===== src/rtl/counter_cmd_sched.sv =====
// Command scheduler sharing one up/down counter between two requesters.
// Requesters issue LOAD / RUN-N / WAIT-N commands over valid/ready; the block
// arbitrates round-robin, drives the counter pins and returns the counter
// value in a one-cycle completion response.
module counter_cmd_sched #(
    parameter int unsigned DW = 4,
    parameter int unsigned SW = 8
) (
    input  logic          clk,
    input  logic          rst,
    input  logic [1:0]    cmd_valid,
    output logic [1:0]    cmd_ready,
    input  logic [1:0]    cmd_op0,
    input  logic [1:0]    cmd_op1,
    input  logic          cmd_dir0,
    input  logic          cmd_dir1,
    input  logic [DW-1:0] cmd_data0,
    input  logic [DW-1:0] cmd_data1,
    input  logic [SW-1:0] cmd_steps0,
    input  logic [SW-1:0] cmd_steps1,
    input  logic          abort,
    output logic          cnt_load,
    output logic [DW-1:0] cnt_d,
    output logic          cnt_up,
    output logic          cnt_hold,
    input  logic [DW-1:0] cnt_q,
    output logic          busy,
    output logic          resp_valid,
    output logic          resp_id,
    output logic [DW-1:0] resp_q,
    output logic          resp_abort
);

    localparam logic [1:0] OP_LOAD = 2'b00;
    localparam logic [1:0] OP_RUN  = 2'b01;
    localparam logic [1:0] OP_WAIT = 2'b10;

    typedef enum logic [2:0] {
        S_IDLE,
        S_LOAD,
        S_RUN,
        S_WAIT,
        S_DONE
    } state_t;

    state_t          state, state_nxt;
    logic            last_grant, last_grant_nxt;
    logic            owner, owner_nxt;
    logic            dir_r, dir_nxt;
    logic [SW-1:0]   remain, remain_nxt;

    logic [1:0]      grant;
    logic            acc_id;
    logic [1:0]      acc_op;
    logic            acc_dir;
    logic [DW-1:0]   acc_data;
    logic [SW-1:0]   acc_steps;

    logic            load_nxt;
    logic [DW-1:0]   d_nxt;
    logic            up_nxt;
    logic            hold_nxt;
    logic            busy_nxt;
    logic            rvalid_nxt;
    logic            rid_nxt;
    logic            rabort_nxt;

    // Round-robin grant and combinational accept; reset suppresses any transfer.
    always_comb begin
        grant = cmd_valid;
        if (cmd_valid == 2'b11) begin
            grant = last_grant ? 2'b01 : 2'b10;
        end
        cmd_ready = (state == S_IDLE && !rst) ? grant : 2'b00;
        acc_id    = cmd_ready[1];
        acc_op    = acc_id ? cmd_op1    : cmd_op0;
        acc_dir   = acc_id ? cmd_dir1   : cmd_dir0;
        acc_data  = acc_id ? cmd_data1  : cmd_data0;
        acc_steps = acc_id ? cmd_steps1 : cmd_steps0;
    end

    // Next state, command context and next values of the registered outputs.
    always_comb begin
        state_nxt      = state;
        last_grant_nxt = last_grant;
        owner_nxt      = owner;
        dir_nxt        = dir_r;
        remain_nxt     = remain;
        rabort_nxt     = 1'b0;
        d_nxt          = '0;

        case (state)
            S_IDLE: begin
                if (|cmd_ready) begin
                    last_grant_nxt = acc_id;
                    owner_nxt      = acc_id;
                    dir_nxt        = acc_dir;
                    remain_nxt     = acc_steps;
                    case (acc_op)
                        OP_LOAD: begin
                            state_nxt = S_LOAD;
                            d_nxt     = acc_data;
                        end
                        OP_RUN:  state_nxt = (acc_steps != '0) ? S_RUN  : S_DONE;
                        OP_WAIT: state_nxt = (acc_steps != '0) ? S_WAIT : S_DONE;
                        default: begin
                            state_nxt  = S_DONE;
                            remain_nxt = '0;
                        end
                    endcase
                end
            end
            S_LOAD: state_nxt = S_DONE;
            S_RUN, S_WAIT: begin
                // The current cycle always counts; abort only shortens what follows.
                if (abort || remain == SW'(1)) begin
                    state_nxt  = S_DONE;
                    remain_nxt = '0;
                    rabort_nxt = abort;
                end else begin
                    remain_nxt = remain - SW'(1);
                end
            end
            S_DONE:  state_nxt = S_IDLE;
            default: state_nxt = S_IDLE;
        endcase

        load_nxt   = (state_nxt == S_LOAD);
        hold_nxt   = (state_nxt != S_RUN);
        up_nxt     = (state_nxt == S_RUN) ? dir_nxt : cnt_up;
        busy_nxt   = (state_nxt != S_IDLE);
        rvalid_nxt = (state_nxt == S_DONE);
        rid_nxt    = rvalid_nxt ? owner_nxt : 1'b0;
    end

    // State, context and output registers with synchronous reset.
    always_ff @(posedge clk) begin
        if (rst) begin
            state      <= S_IDLE;
            last_grant <= 1'b1;
            owner      <= 1'b0;
            dir_r      <= 1'b1;
            remain     <= '0;
            cnt_load   <= 1'b0;
            cnt_d      <= '0;
            cnt_up     <= 1'b1;
            cnt_hold   <= 1'b1;
            busy       <= 1'b0;
            resp_valid <= 1'b0;
            resp_id    <= 1'b0;
            resp_abort <= 1'b0;
        end else begin
            state      <= state_nxt;
            last_grant <= last_grant_nxt;
            owner      <= owner_nxt;
            dir_r      <= dir_nxt;
            remain     <= remain_nxt;
            cnt_load   <= load_nxt;
            cnt_d      <= d_nxt;
            cnt_up     <= up_nxt;
            cnt_hold   <= hold_nxt;
            busy       <= busy_nxt;
            resp_valid <= rvalid_nxt;
            resp_id    <= rid_nxt;
            resp_abort <= rabort_nxt;
        end
    end

    // Counter value is only settled in the DONE cycle, so pass it through then.
    assign resp_q = resp_valid ? cnt_q : '0;

endmodule


===== config.mk =====
export PLATFORM = sky130hd
export DESIGN_NAME = counter_cmd_sched
export DESIGN_NICKNAME = d
export VERILOG_FILES = /design/src/rtl/counter_cmd_sched.sv
export SDC_FILE = /design/constraint.sdc
export NUM_CORES = 1
export LEC_CHECK = 0
export ABC_AREA = 1
export CORE_MARGIN = 2
export CORE_UTILIZATION = 44
export DETAILED_ROUTE_END_ITERATION = 10
export PLACE_DENSITY_LB_ADDON = 0.15
export RECOVER_POWER = 25
export SYNTH_ARGS = -nofsm -noshare
export SYNTH_HDL_FRONTEND = slang
export SYNTH_SLANG_ARGS = --single-unit

===== constraint.sdc =====
create_clock -name clk -period 1.75 [get_ports clk]
set_input_delay 0.2625 -clock clk [delete_from_list [all_inputs] [get_ports clk]]
set_output_delay 0.2625 -clock clk [all_outputs]
set_load 0.02 [all_outputs]

==> results of run 1 <==
metal layers:
metal	track usage [%]	up-vias	share of wire, %
met5	0	-	0
met4	5.163	0	1.0
met3	4.107	7	3.3
met2	38.03	30	54
met1	21.95	773	42
li1	-	894	-
critical path, delay by kind of cell (launching register included):
family	cells	cell delay, ns
AO/OA/AOI/OAI	1	0.11
flip-flops	1	0.35
buffers and inverters	4	0.33
AND/OR/NAND/NOR	9	0.86
area by class of cell:
class | count | share of cell area (%)
tap | 46 | 2.285
clock inverter | 1 | 0.2981
clock buffer | 3 | 0.8942
sequential | 25 | 20.17
multi-input combinational | 158 | 36.36
inverter | 40 | 6.160
timing repair buffer | 91 | 33.83
per-stage QoR:
step                      setup slack (ns)   TNS [ns]  std cells  total power [mW]  hold WS, ns
final                            -0.002407  -0.002407        364             1.772       0.4589
after global routing               -0.1399     -1.245        364             1.901       0.4395
after CTS                          0.01207          0        359             1.695       0.4627
after detailed placement           -0.3694     -6.014        355             1.432       0.4578
after global placement             -0.3481     -5.794        355             1.423       0.4530
after floorplan                     0.1093          0        228             1.128       0.3316
cell families after synthesis:
kind of cell | count (synthesis) | share of synthesized area, %
XOR/XNOR | 6 | 3.393
buffers and inverters | 45 | 12.60
flip-flops | 25 | 32.31
AO/OA/AOI/OAI | 38 | 16.48
AND/OR/NAND/NOR | 112 | 33.60
adder cells (fa/ha/maj) | 2 | 1.615
where the power goes:
group	internal (mW)	leakage, nW	switching [mW]	total, mW
Clock	0.0875	0.0139	0.178	0.266
Sequential	0.631	0.207	0.0514	0.682
Combinational	0.418	1.06	0.406	0.824
Total	1.14	1.28	0.636	1.77
worst paths after layout:
path | start | to | slack [ns] | depth (start not counted)
worst min register to register | cnt_up | cnt_up | 0.48 | 2
worst max-delay path | state[1] | cnt_hold | -0.002 | 14
worst min-delay path | cmd_data0[3] | cnt_d[3] | 0.46 | 3
worst max register to register | state[1] | cnt_hold | -0.002 | 14
what timing repair did:
| item | CTS | global route |
|---|---|---|
| setup buffers | 0 | 5 |
| pin swaps | 0 | 9 |
| endpoints found under the setup margin | 7 | 21 |
| gates resized for setup | 11 | 33 |
cell usage in the layout (no fill, tap or decap), types with 2 or more instances in the layout:
cell             synthesis  layout
o21ai_1                  5       5
nor2_1                  19      16
or2_1                    2       2
nor3_1                   2       2
nand2_1                 55      51
a21oi_1                 14      11
clkbuf_4                 0       3
dfxtp_2                  0       3
buf_6                    3       3
buf_4                    1      32
nor2_4                   1       4
o21bai_1                 2       2
o21ai_2                  4       5
nand2_4                  0       2
clkdlybuf4s50_1          0      49
a21oi_2                  6       9
buf_12                   0       2
dlygate4sd2_1            0       2
dlymetal6s2s_1           0       2
xor2_1                   3       3
nand3b_1                 6       6
inv_1                   31      30
nand3_1                 13      12
xnor2_1                  3       3
dfxtp_1                 25      21
nand2_2                  6       8
nor2_2                   4       4
inv_2                    9       9
ha_1                     2       2
==> impl_results.md, run 1 <==
* Finish-stage setup viols at 1
* Final core occ at 74.89%
* Antenna violations before repair at 0
* Top post-synthesis cells by area: dfxtp_1 (32%), nand2_1 (13%), inv_1 (7.5%)
* IO Port Bufs at 55
* CTS Buf Count at 3
* Largest net degree at the start of global routing at 16
* Fin nets at 360
* Worst Hold Class: input pin to flip-flop
* WP data required at 1.99 ns
* Fill count at 288
* Critical path type: flip-flop to flip-flop
* Post-synth top area share at 32.31%
* Lkg Pwr at 1.279 nW
* Post-synthesis area per instance at 6.794 sq um
* Worst-Skew Late Latency at 0.33 ns
* N_diodes at 0
* Vias per cell at 4.681
* DIE AREA at 4011 sq um
* Gpl congestion at 0.9064
* Max-slew headroom at 78.25%
* Area grow syn2layout at 62.60%
* HPWL after DPL at 3.134 mm
* CP cell instances: inv_2 -> nand3_2 -> nor2_4 -> buf_6 -> buf_6 -> nand3b_1 -> nand2_1 -> nand2_1 -> nor2_2 -> nand3_1 -> nand2_2 -> inv_2 -> a21oi_2 -> nand3_1
* # hold bufs at CTS at 0
* Worst Slack Setup Final at -0.002407 ns
* DRC viols at 0
* Worst slew pin tran at 0.3232 ns
* CP max stage cell: dfxtp_2
* Post-synthesis register bit count at 25
* Top reg by flops: remain
* Vias at 1704
* Post-DP Area at 2357 sq um
* Grt ovf at 0
* Clock Sinks at 25
* Max FFs per register at 8
* Synth async-reset ratio at 0%
* Core Box Area at 3363 sq um
* Root Driver: clkbuf_4
* Max H-tree Level at 1
* Routed Antenna Nets at 0
* Syn_nets at 269
* Vias in the first global route at 1639
* Synth top cells by count: nand2_1 (55), inv_1 (31), dfxtp_1 (25)
* Largest regs: remain (8), cnt_d (4), state (3)
* YS warnings at 0
* Post-synthesis cell type count at 33
* First-pass GRT wire length at 6.541 mm
* CP arrival at 1.99 ns
* Startpoint Class: flip-flop
* I/O pin cnt at 56
* Cell with the most instances after synthesis: nand2_1
* GR Util All Layers at 19.87%
* CTS tree: built
* Largest area contributor in the netlist: dfxtp_1
* Critical Path Max Stage Delay at 0.35 ns
* RSZ-0062 raised after global routing: true
* Register area share after synthesis at 32.31%
* Number of synthesized flops with an enable pin at 0
* PwrDens at 703.6 nW/um^2
* Design Area, Final at 2519 sq um
* Die X at 63.34 um
* Register cell area after layout at 508.0 sq um
* Drt initial violations at 50
* Peak supply drop at 0.4400 mV
* Drt pass-1 iters at 4
* Synth Instances at 228
* Final Max Tran Viols at 0
* Initial Util at 46.06%
* Peak Freq at 570.6 MHz
* Avg WL per Cell at 11.07 um
* Crit path capture type: flip-flop
* Area of the multi-input gates at 915.9 sq um
* Fin crit share at 100.1%
* Routed wire length at 4.031 mm
* Clock slew seen by the registers of the worst setup and hold paths at 0.15 ns
* Failing checks: negative setup slack
* Status: finished, violations left
* Mapped Area at 1549 sq um
* Clock tree buffer depth at 2
* Row cnt at 21
* Final min period at 1.752 ns
* Share of layout cells above drive strength 1 at 28.93%
* Crit-path max FO at 5
* Fin. Hold Viols at 0
* Max Cap Violations at 0
* Top_reg_cell synth: dfxtp_1
* Layout Skew at 0.01826 ns
* DIE HEIGHT at 63.34 um
No activity file was read; power rests on OpenSTA's default activity.
==> run 2, diff against run 1 <==
- CORE_MARGIN: 2 -> default
==> impl_results.md, run 2 (synthesis gave the netlist of run 1 again) <==
* Critical path type: input pin to output pin
* Layout Skew at 0.007019 ns (-0.01124 ns)
* Failing checks: negative setup slack
* Vias in the first global route at 1529 (-6.7%)
* Clock Sinks at 25 (unchanged)
* Sequential share of power at 39.0% (+0.5 points)
* Antenna violations before repair at 0 (unchanged)
* Fin crit share at 103.8% (+3.6 points)
* RSZ-0062 raised after global routing: true
* I/O pin cnt at 56 (unchanged)
* Max-slew headroom at 79.23% (+0.98 points)
* GR Util All Layers at 23.29% (+3.4 points)
* Lkg Pwr at 1.319 nW (+3.1%)
* Routed wire length at 4.187 mm (+3.9%)
* PwrDens at 693.0 nW/um^2 (-1.5%)
* Hold Path Stages at 2 (-1)
* Max H-tree Level at 1 (unchanged)
* Clock slew seen by the registers of the worst setup and hold paths at 0.14 ns (about the same)
* Int Pwr at 1.122 mW (-1.2%)
* Status: finished, violations left
* Worst slew pin tran at 0.3087 ns (-0.01451 ns)
* Reg-to-Reg End: cnt_up
* Fin. Hold Viols at 0 (unchanged)
* Final Max Tran Viols at 0 (unchanged)
* Top reg by flops: remain
* First-pass GRT wire length at 6.430 mm (-1.7%)
* Switching pwr at 0.6284 mW (-1.2%)
* Largest net degree at the start of global routing at 15 (-1)
* Top delay family on crit path: buffers and inverters
* Share of layout cells above drive strength 1 at 30.60% (+1.7 points)
* Die X at 61.34 um (-3.2%)
* DIE HEIGHT at 61.34 um (-3.2%)
* Vias per cell at 4.705 (+0.51%)
* Clock tree buffer depth at 2 (unchanged)
* Initial Util at 46.06% (unchanged)
* Startpoint Class: input pin
* WP data required at 1.49 ns (-0.50 ns)
* Avg WL per Cell at 11.53 um (+4.2%)
* Fin nets at 359 (-0.28%)
* CP cell instances: clkdlybuf4s50_1 -> a21oi_4 -> nand3_4 -> buf_4 -> inv_2 -> buf_2
* CP bufs+invs at 4 (unchanged)
* Max Cap Violations at 0 (unchanged)
* Crit-path max FO at 6 (+1)
* Worst-Skew Late Latency at 0.32 ns (about the same)
* Final min period at 1.816 ns (+0.06355 ns)
* HPWL after DPL at 3.194 mm (+1.9%)
* Critical Path Max Stage Delay at 0.47 ns (+0.12 ns)
* Fill count at 283 (-1.7%)
* DRC viols at 0 (unchanged)
* Row cnt at 21 (unchanged)
* # hold bufs at CTS at 0 (unchanged)
* CTS Buf Count at 3 (unchanged)
* Worst Slack Setup Final at -0.06596 ns (-0.06355 ns)
* Largest regs: remain (8), cnt_d (4), state (3)
* Worst Hold Class: input pin to flip-flop
* Peak supply drop at 0.4462 mV (+1.4%)
* Commonest non-fill, non-tap cells in the layout: clkdlybuf4s50_1 (47), nand2_1 (42), inv_1 (30), buf_4 (30), dfxtp_1 (21)
* Hold endpoint: dir_r
* Drt initial violations at 88 (+76%)
* Finish-stage setup viols at 3 (+2)
* Clock power frac at 14.9% (about the same)
* Core Box Area at 3363 sq um (unchanged)
* CTS tree: built
* N_diodes at 0 (unchanged)
* Gpl congestion at 0.9184 (+1.3%)
* Root Driver: clkbuf_4
* DIE AREA at 3762 sq um (-6.2%)
* Max FFs per register at 8 (unchanged)
* Worst R2R Path Depth at 14 (unchanged)
* IO Port Bufs at 55 (unchanged)
* Hold Crit Start: rst
* Commonest non-fill, non-tap cell in the layout: clkdlybuf4s50_1
* CP arrival at 1.55 ns (-0.44 ns)
* R2r setup slk at 0.02 ns (+0.02 ns)
* Grt ovf at 0 (unchanged)
* Reg2reg start: state[1]
* Vias at 1708 (+0.23%)
* Total power at 1.751 mW (-1.2%)
* Final core occ at 75.11% (+0.22 points)
* Logic pwr share at 46.2% (-0.3 points)
* Area grow syn2layout at 63.09%
* Peak Freq at 550.7 MHz (-3.5%)
* Net Sw Frac at 35.90% (about the same)
* CP max stage cell: clkdlybuf4s50_1
* Routed Antenna Nets at 0 (unchanged)
* Crit path capture type: output pin
* Drt pass-1 iters at 5 (+1)
-- run 2: routing by layer --
metal	up-vias	wire length (um)	global-route usage (%)
met4	0	48	6.667
met2	40	2156	43.01
met5	-	0	0
met1	761	1832	27.86
li1	899	-	-
met3	8	148	3.571
-- run 2: repair_timing --
item,CTS,global route
buffers inserted,0,3
endpoints found under the setup margin,10,24
cloned,0,1
pin swaps,4,7
resized for setup,18,30
-- run 2: how the worst max path moves through the flow --
stage / start / end / slack, ns / cells past startpoint
global placement: cmd_valid[1] / cnt_hold / -0.36 / 13
finish: cmd_valid[0] / cmd_ready[1] / -0.07 / 6
floorplan: state[0] / remain[0] / 0.11 / 12
CTS: rst / cnt_hold / -0.005 / 13
detailed placement: cmd_valid[1] / cnt_up / -0.38 / 15
global route: state[0] / cnt_hold / -0.13 / 13
-- run 2: layout make-up --
class	count	area [sq um]	share of cell area, %
flip-flops and latches	25	505.5	20.01
repair buffers	90	854.6	33.83
well taps	46	57.56	2.278
clock buffers	3	22.52	0.8915
clock inverters	1	5.005	0.1981
multi-input cells	158	925.9	36.65
inverters	40	155.1	6.142
-- run 2: power by group through the flow --
stage	sequential (mW)	combinational (mW)	clock, mW
2_1_floorplan	0.705	0.423	0
3_3_place_gp	0.691	0.734	0
3_5_place_dp	0.691	0.749	0
4_1_cts	0.680	0.765	0.274
5_1_grt	0.691	0.886	0.309
6_report	0.682	0.808	0.261
-- run 2: worst reg2reg max path, delay by kind of cell (launching register included) --
| family | cells | cell delay [ns] |
|---|---|---|
| simple gates | 10 | 0.85 |
| buf+inv | 4 | 0.46 |
| flops | 1 | 0.34 |
-- run 2: metrics by stage --
step	worst slack (ns)	cell area (sq um)	setup TNS [ns]	hold slack [ns]	instances
finish	-0.06596	2526	-0.1076	0.3249	363
CTS	-0.005097	2419	-0.005880	0.4631	359
global placement	-0.3637	2370	-6.263	0.4491	355
global route	-0.1254	2526	-0.8097	0.3066	363
detailed placement	-0.3801	2370	-7.226	0.4521	355
floorplan	0.1093	1549	0	0.3316	228
